<file path="src/rtl/mapper_mem_responder.sv">
// mapper_mem_responder
//   Memory-side responder for one cartridge slot. Turns a mapped CPU read
//   (ram_cs/ram_addr from the mapper) into a req/ack read on the SDRAM
//   arbiter port, stalls the CPU with cpu_wait_o until the byte returns,
//   then holds that byte on cpu_data_o. Reads that hit no mapped RAM return
//   8'hFF without touching SDRAM. Writes are ignored (read-only window).
//
//   Optional build macro MAPPER_RESP_CACHE_EN adds a single-entry read cache
//   {tag, data, valid}; a hit skips the SDRAM access entirely.
//
// Ports
//   clk_i           system clock
//   reset_i         asynchronous active-high reset
//   cpu_req_i       one-cycle access strobe; cpu_rd_i/ram_cs_i/ram_addr_i
//                   are sampled with it
//   cpu_wait_o      combinational CPU stall
//   cpu_data_o      registered read data
//   cpu_data_vld_o  one-cycle pulse when cpu_data_o has been updated
//   sdram_req_o     read request level, held until ack or abort
//   sdram_addr_o    registered request address
//   sdram_ack_i     one-cycle acknowledge, sdram_dout_i valid with it
//   sdram_dout_i    SDRAM read byte
//   timeout_err_o   sticky abort flag, cleared only by reset
//
// State | meaning
//   IDLE  | no access in flight, accepting starts
//   WAIT  | request outstanding on SDRAM, counting toward timeout
//   DONE  | cpu_data_o updated this cycle, CPU still stalled
module mapper_mem_responder #(
  parameter int ADDR_W  = 27,
  parameter int TIMEOUT = 255
) (
  input  logic              clk_i,
  input  logic              reset_i,
  input  logic              cpu_req_i,
  input  logic              cpu_rd_i,
  input  logic              ram_cs_i,
  input  logic [ADDR_W-1:0] ram_addr_i,
  output logic              cpu_wait_o,
  output logic [7:0]        cpu_data_o,
  output logic              cpu_data_vld_o,
  output logic              sdram_req_o,
  output logic [ADDR_W-1:0] sdram_addr_o,
  input  logic              sdram_ack_i,
  input  logic [7:0]        sdram_dout_i,
  output logic              timeout_err_o
);

  typedef enum logic [1:0] {IDLE = 2'd0, WAIT = 2'd1, DONE = 2'd2} state_t;

  localparam logic [7:0] TO_LAST = 8'(TIMEOUT - 1);

  state_t            state_q, state_d;
  logic              sdram_req_q, sdram_req_d;
  logic [ADDR_W-1:0] sdram_addr_q, sdram_addr_d;
  logic [7:0]        cpu_data_q, cpu_data_d;
  logic              vld_q, vld_d;
  logic              err_q, err_d;
  logic [7:0]        cnt_q, cnt_d;

  logic start, unmapped_rd, hit, fill, abort, cache_clr;
  logic [7:0] cache_byte;

  assign start       = cpu_req_i & cpu_rd_i & ram_cs_i;
  assign unmapped_rd = cpu_req_i & cpu_rd_i & ~ram_cs_i;
  // Ack on the final timeout cycle still counts as a good read.
  assign fill        = (state_q == WAIT) & sdram_ack_i;
  assign abort       = (state_q == WAIT) & ~sdram_ack_i & (cnt_q == TO_LAST);
  assign cache_clr   = abort;

`ifdef MAPPER_RESP_CACHE_EN
  logic [ADDR_W-1:0] tag_q;
  logic [7:0]        cdata_q;
  logic              cvalid_q;

  always_ff @(posedge clk_i or posedge reset_i) begin
    if (reset_i) begin
      tag_q    <= '0;
      cdata_q  <= 8'hFF;
      cvalid_q <= 1'b0;
    end else if (fill) begin
      tag_q    <= sdram_addr_q;
      cdata_q  <= sdram_dout_i;
      cvalid_q <= 1'b1;
    end else if (cache_clr) begin
      cvalid_q <= 1'b0;
    end
  end

  assign hit        = cvalid_q & (tag_q == ram_addr_i);
  assign cache_byte = cdata_q;
`else
  assign hit        = 1'b0;
  assign cache_byte = 8'hFF;
`endif

  // State register (all sequential state of the responder).
  always_ff @(posedge clk_i or posedge reset_i) begin
    if (reset_i) begin
      state_q      <= IDLE;
      sdram_req_q  <= 1'b0;
      sdram_addr_q <= '0;
      cpu_data_q   <= 8'hFF;
      vld_q        <= 1'b0;
      err_q        <= 1'b0;
      cnt_q        <= 8'd0;
    end else begin
      state_q      <= state_d;
      sdram_req_q  <= sdram_req_d;
      sdram_addr_q <= sdram_addr_d;
      cpu_data_q   <= cpu_data_d;
      vld_q        <= vld_d;
      err_q        <= err_d;
      cnt_q        <= cnt_d;
    end
  end

  // Next-state logic.
  always_comb begin
    state_d = state_q;
    unique case (state_q)
      IDLE:    if (start) state_d = hit ? DONE : WAIT;
      WAIT:    if (fill || abort) state_d = DONE;
      DONE:    state_d = IDLE;
      default: state_d = IDLE;
    endcase
  end

  // Output / datapath logic. vld is set on entry to DONE so it pulses in DONE.
  always_comb begin
    sdram_req_d  = sdram_req_q;
    sdram_addr_d = sdram_addr_q;
    cpu_data_d   = cpu_data_q;
    vld_d        = 1'b0;
    err_d        = err_q;
    cnt_d        = cnt_q;
    unique case (state_q)
      IDLE: begin
        if (start && hit) begin
          cpu_data_d = cache_byte;
          vld_d      = 1'b1;
        end else if (start) begin
          sdram_addr_d = ram_addr_i;
          sdram_req_d  = 1'b1;
          cnt_d        = 8'd0;
        end else if (unmapped_rd) begin
          cpu_data_d = 8'hFF;
          vld_d      = 1'b1;
        end
      end
      WAIT: begin
        if (fill) begin
          cpu_data_d  = sdram_dout_i;
          sdram_req_d = 1'b0;
          vld_d       = 1'b1;
        end else if (abort) begin
          cpu_data_d  = 8'hFF;
          sdram_req_d = 1'b0;
          err_d       = 1'b1;
          vld_d       = 1'b1;
        end else if (cnt_q != 8'hFF) begin
          cnt_d = cnt_q + 8'd1;
        end
      end
      default: ;
    endcase
  end

  assign cpu_wait_o     = start | (state_q != IDLE);
  assign cpu_data_o     = cpu_data_q;
  assign cpu_data_vld_o = vld_q;
  assign sdram_req_o    = sdram_req_q;
  assign sdram_addr_o   = sdram_addr_q;
  assign timeout_err_o  = err_q;

endmodule

</file>
<file path="config.mk">
export PLATFORM = sky130hd
export DESIGN_NAME = mapper_mem_responder
export DESIGN_NICKNAME = d
export VERILOG_FILES = /design/src/rtl/mapper_mem_responder.sv
export SDC_FILE = /design/constraint.sdc
export NUM_CORES = 1
export LEC_CHECK = 0
export CORE_MARGIN = 4
export CORE_UTILIZATION = 46
export DETAILED_ROUTE_END_ITERATION = 12
export PLACE_DENSITY = 0.84
export SYNTH_ARGS = -nofsm -noshare
export SYNTH_HDL_FRONTEND = slang
export SYNTH_SLANG_ARGS = --single-unit
</file>
<file path="constraint.sdc">
create_clock -name clk_i -period 5.2 [get_ports clk_i]
set_input_delay 1.04 -clock clk_i [delete_from_list [all_inputs] [get_ports clk_i]]
set_output_delay 1.04 -clock clk_i [all_outputs]
set_load 0.005 [all_outputs]
</file>
==> impl_metrics.sql, run 1 <==
INSERT INTO impl_metrics (metric_group, metric, value, unit) VALUES
('drt', 'vias', '1753', ''),
('cells_and_area', 'antenna_cells', '0', ''),
('sta', 'worstMarginPinSlew', '1080', 'ps'),
('grt', 'grt_start_max_net_pins', '49', ''),
('worst_setup_path', 'timing.critical_path.slowest_cell_delay', '510', 'ps'),
('sta', 'finalSetupViolations', '0', ''),
('synth', 'synth_sequential_area_ratio', '0.596', ''),
('drt', 'drt_pre_antenna_iters', '4', ''),
('status', 'run_status', 'completed', ''),
('synth', 'synth_simple_gate_area_share', '0.255', ''),
('drt', 'wl_per_cell', '13.8', 'um'),
('synth', 'synth_cell_type_count', '34', ''),
('cells_and_area', 'leading_cell_type_in_the_layout_fill_and_taps_excluded', 'sky130_fd_sc_hd__nand2_1', ''),
('drt', 'drcViolationCount', '0', ''),
('place', 'setup_slack_placement', '1910', 'ps'),
('place', 'place_congestion', '0.839', ''),
('worst_setup_path', 'critical-path-slowest-cell', 'sky130_fd_sc_hd__clkdlybuf4s50_1', ''),
('grt', 'grt_pass1_vias', '1603', ''),
('sta', 'max_freq', '304', 'MHz'),
('run', 'drv.max_cap_violation_count', '0', ''),
('worst_setup_path', 'timing.critical_path.cells', 'clkdlybuf4s50_1 -> nand3_1 -> nand2_1 -> clkdlybuf4s50_1', ''),
('clocking', 'cts_buffers', '5', ''),
('pwr', 'finalPower', '1.49', 'mW'),
('synth', 'syn_avg_cell_area', '9.78', 'um^2'),
('clocking', 'clk_latency', '300', 'ps'),
('place', 'port-buffer-count', '79', ''),
('synth', 'synthesis.yosys.warnings', '0', ''),
('drt', 'antenna_violating_nets_post_route', '0', ''),
('cells_and_area', 'net_total_in_the_final_layout', '329', ''),
('clocking', 'postCtsSetupBuffers', '0', ''),
('synth', 'synth-adder-area-share', '0.0123', ''),
('clocking', 'cts-hold-fix-buffers', '0', ''),
('worst_setup_path', 'cp_data_required_time', '4160', 'ps'),
('sta', 'fin_skew', '9.04', 'ps'),
('grt', 'grt_overflow', '0', ''),
('die', 'std_cell_rows', '23', ''),
('synth', 'syn-instance-count', '208', ''),
('worst_setup_path', 'timing.critical_path.arrival', '2250', 'ps'),
('pwr', 'power-per-cell-area', '502', 'mW/mm^2'),
('pwr', 'power.switching_fraction', '0.292', ''),
('worst_setup_path', 'timing.critical_path.mode_cell', 'sky130_fd_sc_hd__clkdlybuf4s50_1', ''),
('drt', 'route.detailed.vias_per_inst', '5.20', ''),
('synth', 'synth-seq-cells', '48', ''),
('worst_setup_path', 'critPathTopFamily', 'buffers and inverters', ''),
('sta', 'finalMaxSlewViolations', '0', ''),
('pwr', 'clk_pwr_share', '0.181', ''),
('worst_setup_path', 'cp-start-kind', 'primary input', ''),
('pwr', 'p_int', '1.05', 'mW'),
('die', 'die_area', '0.00555', 'mm^2'),
('cells_and_area', 'area_growth_syn_to_layout', '45.8', '%'),
('synth', 'synth_top_cell_by_area', 'sky130_fd_sc_hd__dfrtp_1', ''),
('synth', 'synth_top_family_by_area', 'simple AND/OR/NAND/NOR gates', ''),
('worst_setup_path', 'worst_setup_path_end_kind', 'output pin', ''),
('synth', 'synth.area.top_cells', 'sky130_fd_sc_hd__dfrtp_1 49%, sky130_fd_sc_hd__nand2_1 16%, sky130_fd_sc_hd__dfstp_2 10%', ''),
('clocking', 'cts.repair.resized', '0', ''),
('pwr', 'switching_power', '0.434', 'mW'),
('clocking', 'path_clk_slew', '80', 'ps'),
('die', 'die_w', '74.5', 'um'),
('cells_and_area', 'layout_cell_share_with_drive_strength_beyond_1', '0.0732', ''),
('sta', 'worst_slew_margin_rel', '0.277', ''),
('sta', 'hold_slack', '478', 'ps'),
('sta', 'post-route-min-period', '3290', 'ps'),
('clocking', 'clock_tree.buffer_depth', '2', ''),
('worst_setup_path', 'path_max_fanout', '3', ''),
('die', 'floorplan.core_area', '0.00414', 'mm^2'),
('drt', 'drt-initial-drc-count', '35', ''),
('clocking', 'cts.sinks', '48', ''),
('die', 'design.portCount', '80', ''),
('worst_setup_path', 'critPathBufInv', '2', ''),
('clocking', 'clock_tree.root_cell', 'sky130_fd_sc_hd__clkbuf_8', ''),
('synth', 'yosys.area_share.xor_xnor', '0', '');
[cell families after synthesis]
logic type,after synthesis
DFF,48
buffers and inverters,12
muxes,1
and+or+nand+nor,117
adders and majority gates,2
AOI/OAI and AO/OA,28
[per-stage QoR]
stage | instance area (um^2) | cells | util
3_5_place_dp | 2850 | 329 | 0.688
6_report | 2970 | 337 | 0.716
3_3_place_gp | 2850 | 329 | 0.688
4_1_cts | 2970 | 337 | 0.716
5_1_grt | 2970 | 337 | 0.716
2_1_floorplan | 2030 | 208 | -
[layer usage]
| layer | wire [um] | vias up | part of all wire | global-route usage |
|---|---|---|---|---|
| met5 | 0 | - | 0 | 0 |
| met2 | 2130 | 78 | 0.46 | 0.270 |
| met1 | 1890 | 818 | 0.41 | 0.219 |
| li1 | - | 851 | - | - |
| met4 | 51 | 0 | 0.011 | 0.0514 |
| met3 | 586 | 6 | 0.13 | 0.0770 |
[registers in the layout, indices dropped and copies added, names as in the netlist]
name,cells
cnt_q,8
cpu_data_o,8
cpu_data_vld_o,1
sdram_addr_o,27
sdram_req_o,1
state_q,2
timeout_err_o,1
[power by group through the flow]
stage	registers [mW]	logic, mW	clock network, mW
2_1_floorplan	0.653	0.202	0
3_5_place_dp	0.653	0.584	0
3_3_place_gp	0.643	0.570	0
6_report	0.643	0.576	0.269
5_1_grt	0.663	0.641	0.295
4_1_cts	0.645	0.588	0.278
[cells in the mapped netlist]
cell                       instances
sky130_fd_sc_hd__and2_1            2
sky130_fd_sc_hd__nand2b_1          5
sky130_fd_sc_hd__a21oi_2           1
sky130_fd_sc_hd__o21ai_0           4
sky130_fd_sc_hd__inv_1             3
sky130_fd_sc_hd__and4b_4           1
sky130_fd_sc_hd__and4_1            1
sky130_fd_sc_hd__o211a_1           1
sky130_fd_sc_hd__and2b_1           1
sky130_fd_sc_hd__a21o_1            2
sky130_fd_sc_hd__a32oi_1           1
sky130_fd_sc_hd__nor2b_1           1
sky130_fd_sc_hd__dfrtp_1          40
sky130_fd_sc_hd__buf_6             2
sky130_fd_sc_hd__nor3_1            1
sky130_fd_sc_hd__o31ai_1           6
sky130_fd_sc_hd__o21bai_1          1
sky130_fd_sc_hd__o41ai_1           1
sky130_fd_sc_hd__nand3_1           3
sky130_fd_sc_hd__dfstp_2           8
sky130_fd_sc_hd__and3_1            1
sky130_fd_sc_hd__nor4_1            1
sky130_fd_sc_hd__nand2_1          86
sky130_fd_sc_hd__nand4_1           2
sky130_fd_sc_hd__or4b_1            1
sky130_fd_sc_hd__nor2_1            6
sky130_fd_sc_hd__or2_1             1
sky130_fd_sc_hd__a21oi_1           3
sky130_fd_sc_hd__or4_1             3
sky130_fd_sc_hd__nand4b_1          1
sky130_fd_sc_hd__o22a_1            8
sky130_fd_sc_hd__ha_1              2
sky130_fd_sc_hd__clkbuf_1          7
sky130_fd_sc_hd__mux2i_1           1
[worst register-to-register path, cell delays in order, from the launching register on]
cell and delay, ps:
sky130_fd_sc_hd__dfrtp_1 410, sky130_fd_sc_hd__inv_1 60, sky130_fd_sc_hd__ha_1 220, sky130_fd_sc_hd__nor2b_1 140
sky130_fd_sc_hd__o211a_1 330, sky130_fd_sc_hd__or4b_1 590, sky130_fd_sc_hd__mux2i_1 210
[worst paths after layout]
check	start	endpoint	slack, ps	cells after the start
max	ram_cs_i	cpu_wait_o	1910	4
min	sdram_addr_o[5]$_DFFE_PP0P_	sdram_addr_o[5]$_DFFE_PP0P_	480	2
max reg2reg	cnt_q[0]$_DFFE_PP0P_	cnt_q[6]$_DFFE_PP0P_	3160	6
min reg2reg	sdram_addr_o[5]$_DFFE_PP0P_	sdram_addr_o[5]$_DFFE_PP0P_	480	2
max in group asynchronous	reset_i	cnt_q[4]$_DFFE_PP0P_	3340	2
min in group asynchronous	reset_i	sdram_addr_o[7]$_DFFE_PP0P_	1270	2
[area by class of cell]
cell class | instances | area, um^2
sequential | 48 | 1210
fill | 330 | 1180
timing repair buffer | 80 | 798
multi-input combinational | 148 | 767
clock buffer | 5 | 68.8
tap | 50 | 62.6
clock inverter | 3 | 46.3
inverter | 3 | 11.3
No activity file was read; power rests on OpenSTA's default activity.
==> inputs of run 2 (changes only) <==
CORE_UTILIZATION = 39   (was 46)
PLACE_DENSITY = 0.76   (was 0.84)
clock period = 2.95 ns   (was 5.2 ns; I/O delays follow)
==> impl_metrics.sql, run 2 (synthesis results as in run 1) <==
INSERT INTO impl_metrics (metric_group, metric, value, unit) VALUES
('cells_and_area', 'layout.cells.most_common_list', '86 x sky130_fd_sc_hd__nand2_1, 79 x sky130_fd_sc_hd__clkdlybuf4s50_1, 40 x sky130_fd_sc_hd__dfrtp_1', ''),
('clocking', 'cts.repair.resized', '0', ''),
('drt', 'antenna_violating_nets_post_route', '0', ''),
('cells_and_area', 'largest_reg_flops', '27', ''),
('clocking', 'postCtsSetupBuffers', '0', ''),
('worst_setup_path', 'timing.critical_path.arrival', '1820', 'ps'),
('drt', 'drt-initial-drc-count', '70', ''),
('clocking', 'cts_buffers', '5', ''),
('worst_setup_path', 'cp_data_required_time', '2360', 'ps'),
('die', 'die_h', '80.2', 'um'),
('drt', 'vias', '1732', ''),
('cells_and_area', 'post-route-cell-area', '0.00298', 'mm^2'),
('min_path', 'worst_hold_path.num_cells', '1', ''),
('pwr', 'power.leakage', '1.37', 'nW'),
('drt', 'route.detailed.vias_per_inst', '4.81', ''),
('run', 'drv.max_cap_violation_count', '0', ''),
('cells_and_area', 'net_total_in_the_final_layout', '332', ''),
('cells_and_area', 'layout_cell_share_with_drive_strength_beyond_1', '0.0759', ''),
('worst_setup_path', 'path_max_fanout', '3', ''),
('clocking', 'clock_tree.root_cell', 'sky130_fd_sc_hd__clkbuf_8', ''),
('worst_setup_path', 'worst_setup_path_end_kind', 'output pin', ''),
('drt', 'totalWireLength', '4800', 'um'),
('drt', 'drt_pre_antenna_iters', '4', ''),
('cells_and_area', 'area_of_all_sequential_standard_cells', '0.00121', 'mm^2'),
('clocking', 'path_clk_slew', '80', 'ps'),
('cells_and_area', 'antenna_cells', '0', ''),
('drt', 'wl_per_cell', '13.3', 'um'),
('sta', 'finalMaxSlewViolations', '0', ''),
('place', 'place_congestion', '0.833', ''),
('sta', 'fin_tns_setup', '0', 'ps'),
('clocking', 'cts_tree', 'yes', ''),
('clocking', 'cts-hold-fix-buffers', '0', ''),
('grt', 'grt_start_max_net_pins', '45', ''),
('die', 'std_cell_rows', '26', ''),
('sta', 'grt_setup_unrepaired', 'false', ''),
('sta', 'max_freq', '416', 'MHz'),
('grt', 'grt_pass1_vias', '1808', ''),
('sta', 'worst_slew_margin_rel', '0.404', ''),
('grt', 'grt_usage', '0.160', ''),
('sta', 'finalSetupViolations', '0', ''),
('clocking', 'number_of_h_tree_levels', '2', ''),
('cells_and_area', 'area_growth_syn_to_layout', '46.5', '%'),
('place', 'post_dp_cell_area', '0.00290', 'mm^2'),
('die', 'design.portCount', '80', ''),
('sta', 'finalCritPeriodShare', '0.815', ''),
('sta', 'worstMarginPinSlew', '893', 'ps'),
('die', 'initial_core_util', '0.401', ''),
('sta', 'post-route-min-period', '2410', 'ps'),
('cells_and_area', 'multi_input_gate_area', '767', 'um^2'),
('status', 'run_status', 'completed', ''),
('pwr', 'worst_ir_drop_vdd', '0.000416', 'V'),
('die', 'die_w', '80.2', 'um'),
('place', 'post-dp-hpwl', '3520', 'um'),
('clocking', 'clk_latency', '290', 'ps'),
('place', 'port-buffer-count', '79', ''),
('worst_setup_path', 'worst-setup-path-type', 'primary input to output pin', ''),
('die', 'die_area', '0.00643', 'mm^2'),
('grt', 'grt_pass1_wl', '8250', 'um'),
('min_path', 'hp-class', 'flip-flop to flip-flop', ''),
('clocking', 'clock_tree.buffer_depth', '2', ''),
('worst_setup_path', 'cp-start-kind', 'primary input', ''),
('grt', 'number_of_antenna_violations_at_the_first_check_in_global_routing', '0', ''),
('clocking', 'cts.sinks', '48', ''),
('sta', 'hold_viol_final', '0', ''),
('drt', 'drcViolationCount', '0', ''),
('cells_and_area', 'layout.filler_cells', '454', ''),
('worst_setup_path', 'reg2reg_depth', '6', ''),
('cells_and_area', 'leading_cell_type_in_the_layout_fill_and_taps_excluded', 'sky130_fd_sc_hd__nand2_1', ''),
('grt', 'grt_overflow', '0', ''),
('sta', 'fin_skew', '5.65', 'ps'),
('die', 'floorplan.core_area', '0.00507', 'mm^2'),
('pwr', 'power-per-cell-area', '847', 'mW/mm^2');
run 2: cell count changes in the layout (fill, tap and decap cells not counted), sizes merged:
cell / before / now
bufinv: 1 / 0
inv: 4 / 3
clkinvlp: 1 / 0
clkinv: 0 / 1
clkbuf: 5 / 7
buf: 1 / 4
run 2: where the power goes:
part	leakage [nW]	switching [mW]	internal [mW]	total [mW]
logic	0.731	0.378	0.639	1.02
registers	0.598	0.172	0.970	1.14
clock network	0.0422	0.199	0.167	0.366
total	1.37	0.749	1.78	2.52
run 2: layout make-up:
cell class,instances,share of cell area
Sequential cell,48,0.407
Timing Repair Buffer,83,0.276
Multi-Input combinational cell,148,0.257
Tap cell,70,0.0294
Clock buffer,7,0.0256
Inverter,3,0.00378
Clock inverter,1,0.00168
run 2: per-stage QoR:
stage | utilization | hold slack, ps | worst slack [ps] | std cells | power [mW]
CTS | 0.587 | 483 | 549 | 360 | 2.57
global route | 0.587 | 494 | 471 | 360 | 2.73
finish | 0.587 | 477 | 545 | 360 | 2.52
floorplan | - | 468 | 1160 | 208 | 1.51
detailed placement | 0.571 | 462 | 553 | 352 | 2.19
global placement | 0.571 | 457 | 579 | 352 | 2.16
run 2: routing by layer:
| metal | global-route usage | wire length [um] |
|---|---|---|
| met5 | 0 | 0 |
| met3 | 0.0460 | 347 |
| met4 | 0.0355 | 31 |
| met1 | 0.207 | 2160 |
| met2 | 0.267 | 2260 |
run 2: worst max-delay path: stages:
cell	delay (ps)
sky130_fd_sc_hd__clkdlybuf4s50_1	510
sky130_fd_sc_hd__nand3_1	140
sky130_fd_sc_hd__nand2_1	90
sky130_fd_sc_hd__clkdlybuf4s50_1	490
run 2: final timing paths:
| path | start | end | slack (ps) |
|---|---|---|---|
| max reg2reg | cnt_q[0]$_DFFE_PP0P_ | cnt_q[6]$_DFFE_PP0P_ | 970 |
| min reg2reg | timeout_err_o$_DFFE_PP0P_ | timeout_err_o$_DFFE_PP0P_ | 480 |
| max in group asynchronous | reset_i | cpu_data_o[6]$_DFFE_PP1P_ | 1460 |
| min in group asynchronous | reset_i | sdram_addr_o[19]$_DFFE_PP0P_ | 810 |
| min | timeout_err_o$_DFFE_PP0P_ | timeout_err_o$_DFFE_PP0P_ | 480 |
| max | cpu_req_i | cpu_wait_o | 540 |
==> inputs of run 3 (changes only) <==
clock period = 2.2 ns   (was 2.95 ns; I/O delays follow)
==> impl_metrics.sql, run 3 (synthesis results as in run 1) <==
INSERT INTO impl_metrics (metric_group, metric, value, unit) VALUES
('clocking', 'postCtsSetupBuffers', '0', ''),
('cells_and_area', 'antenna_cells', '0', ''),
('pwr', 'finalPower', '3.46', 'mW'),
('sta', 'fin_tns_setup', '0', 'ps'),
('sta', 'fin_ws', '109', 'ps'),
('worst_setup_path', 'worst-setup-path-type', 'primary input to output pin', ''),
('drt', 'drt_pre_antenna_iters', '5', ''),
('die', 'design.portCount', '80', ''),
('worst_setup_path', 'critical-path-slowest-cell', 'sky130_fd_sc_hd__clkdlybuf4s50_1', ''),
('sta', 'finalSetupViolations', '0', ''),
('min_path', 'worst_hold_path.num_cells', '2', ''),
('grt', 'grt_pass1_vias', '1802', ''),
('cells_and_area', 'layout.cells.most_common_list', '86 x sky130_fd_sc_hd__nand2_1, 79 x sky130_fd_sc_hd__clkdlybuf4s50_1, 40 x sky130_fd_sc_hd__dfrtp_1', ''),
('min_path', 'hp-class', 'flip-flop to flip-flop', ''),
('sta', 'worst_slew_margin_rel', '0.726', ''),
('worst_setup_path', 'worst_setup_path_end_kind', 'output pin', ''),
('worst_setup_path', 'reg2reg_depth', '6', ''),
('grt', 'grt_usage', '0.164', ''),
('worst_setup_path', 'cp_data_required_time', '1760', 'ps'),
('drt', 'antenna_violating_nets_post_route', '0', ''),
('cells_and_area', 'leading_cell_type_in_the_layout_fill_and_taps_excluded', 'sky130_fd_sc_hd__nand2_1', ''),
('die', 'initial_core_util', '0.401', ''),
('cells_and_area', 'layout.filler_cells', '462', ''),
('sta', 'post-route-min-period', '2090', 'ps'),
('drt', 'drt-initial-drc-count', '62', ''),
('min_path', 'min-delay-start', 'sdram_addr_o[13]$_DFFE_PP0P_', ''),
('grt', 'grt_pass1_wl', '8230', 'um'),
('clocking', 'clock_tree.buffer_depth', '2', ''),
('worst_setup_path', 'timing.critical_path.cells', 'clkdlybuf4s50_1 -> nand3_1 -> nand2_1 -> clkdlybuf4s50_1', ''),
('die', 'die_h', '80.2', 'um'),
('sta', 'max_freq', '478', 'MHz'),
('clocking', 'path_clk_slew', '90', 'ps'),
('clocking', 'cts_tree', 'yes', ''),
('grt', 'number_of_antenna_violations_at_the_first_check_in_global_routing', '0', ''),
('cells_and_area', 'area_growth_syn_to_layout', '49.6', '%'),
('sta', 'grt_setup_unrepaired', 'false', ''),
('cells_and_area', 'post-route-cell-area', '0.00304', 'mm^2'),
('clocking', 'cts_buffers', '5', ''),
('cells_and_area', 'net_total_in_the_final_layout', '335', ''),
('die', 'floorplan.core_area', '0.00507', 'mm^2'),
('cells_and_area', 'largest_reg_flops', '27', ''),
('drt', 'totalWireLength', '4910', 'um'),
('place', 'setup_slack_placement', '71.0', 'ps'),
('grt', 'grt_start_max_net_pins', '49', ''),
('pwr', 'power-per-cell-area', '1140', 'mW/mm^2'),
('worst_setup_path', 'timing.critical_path.slowest_cell_delay', '500', 'ps'),
('clocking', 'clk_latency', '300', 'ps'),
('clocking', 'number_of_h_tree_levels', '2', ''),
('drt', 'vias', '1750', ''),
('die', 'die_w', '80.2', 'um'),
('pwr', 'power.leakage', '1.41', 'nW'),
('worst_setup_path', 'timing.critical_path.mode_cell', 'sky130_fd_sc_hd__clkdlybuf4s50_1', ''),
('run', 'drv.max_cap_violation_count', '0', ''),
('drt', 'drcViolationCount', '0', ''),
('pwr', 'worst_ir_drop_vdd', '0.000620', 'V'),
('status', 'run_status', 'completed', ''),
('place', 'post-dp-hpwl', '3530', 'um'),
('place', 'port-buffer-count', '79', ''),
('place', 'post_dp_cell_area', '0.00295', 'mm^2'),
('die', 'die_area', '0.00643', 'mm^2'),
('grt', 'grt_overflow', '0', ''),
('clocking', 'cts.sinks', '48', ''),
('worst_setup_path', 'timing.reg2reg.setup_slack', '270', 'ps'),
('sta', 'finalMaxSlewViolations', '0', ''),
('drt', 'route.detailed.vias_per_inst', '4.82', ''),
('die', 'std_cell_rows', '26', ''),
('cells_and_area', 'layout_cell_share_with_drive_strength_beyond_1', '0.0922', ''),
('drt', 'wl_per_cell', '13.5', 'um'),
('worst_setup_path', 'path_max_fanout', '3', ''),
('sta', 'fin_skew', '9.10', 'ps'),
('sta', 'worstMarginPinSlew', '411', 'ps'),
('worst_setup_path', 'worstReg2RegStart', 'cnt_q[0]$_DFFE_PP0P_', ''),
('worst_setup_path', 'timing.critical_path.arrival', '1650', 'ps'),
('min_path', 'holdPathEnd', 'sdram_addr_o[13]$_DFFE_PP0P_', ''),
('clocking', 'cts-hold-fix-buffers', '0', ''),
('worst_setup_path', 'cp-start-kind', 'primary input', ''),
('sta', 'hold_viol_final', '0', ''),
('clocking', 'clock_tree.root_cell', 'sky130_fd_sc_hd__clkbuf_8', ''),
('sta', 'finalCritPeriodShare', '0.951', ''),
('sta', 'hold_slack', '479', 'ps'),
('place', 'place_congestion', '0.779', ''),
('clocking', 'cts.repair.resized', '0', ''),
('worst_setup_path', 'reg_to_reg_critical_path_endpoint', 'cnt_q[6]$_DFFE_PP0P_', '');
run 3: changes by cell type in the layout (fill, tap and decap cells not counted):
cell,before,now
sky130_fd_sc_hd__buf_12,0,2
sky130_fd_sc_hd__buf_4,4,5
sky130_fd_sc_hd__clkbuf_1,2,0
sky130_fd_sc_hd__clkbuf_8,5,6
sky130_fd_sc_hd__inv_6,0,1
run 3: where the power goes:
part	internal, mW	total (mW)	switching (mW)
Clock	0.257	0.554	0.297
Sequential	1.30	1.52	0.218
Combinational	0.877	1.39	0.515
Total	2.43	3.46	1.03
run 3: stage by stage:
step	instances	util
floorplan	208	-
finish	363	0.599
global route	363	0.599
CTS	363	0.599
global placement	355	0.580
detailed placement	355	0.580
run 3: worst max-delay path, delay by kind of cell:
family                 cells  cell delay, ps
buffers and inverters      2             990
AND/OR/NAND/NOR            2             220
run 3: layout make-up:
cell class                 count  area, um^2  area share
multi-input combinational    148         767       0.252
timing repair buffer          86         868       0.285
inverter                       3        11.3     0.00370
tap                           70        87.6      0.0288
clock buffer                   6        82.6      0.0271
sequential                    48        1210       0.398
clock inverter                 2        13.8     0.00452
run 3: worst max-delay path by stage:
stage               cells past startpoint  slack, ps                    to                 start
floorplan                               7        410  cnt_q[7]$_DFFE_PP0P_  cnt_q[0]$_DFFE_PP0P_
global placement                        5         70  cnt_q[6]$_DFFE_PP0P_           sdram_ack_i
detailed placement                      5         70  cnt_q[6]$_DFFE_PP0P_           sdram_ack_i
CTS                                     4        100            cpu_wait_o              ram_cs_i
global route                            4         20            cpu_wait_o             cpu_req_i
finish                                  4        110            cpu_wait_o              ram_cs_i
run 3: metal layers:
metal | vias up | global-route usage | share of wire
met5 | - | 0 | 0
met4 | 0 | 0.0507 | 0.0073
met3 | 4 | 0.0549 | 0.081
met2 | 64 | 0.260 | 0.46
met1 | 821 | 0.212 | 0.45
li1 | 861 | - | -
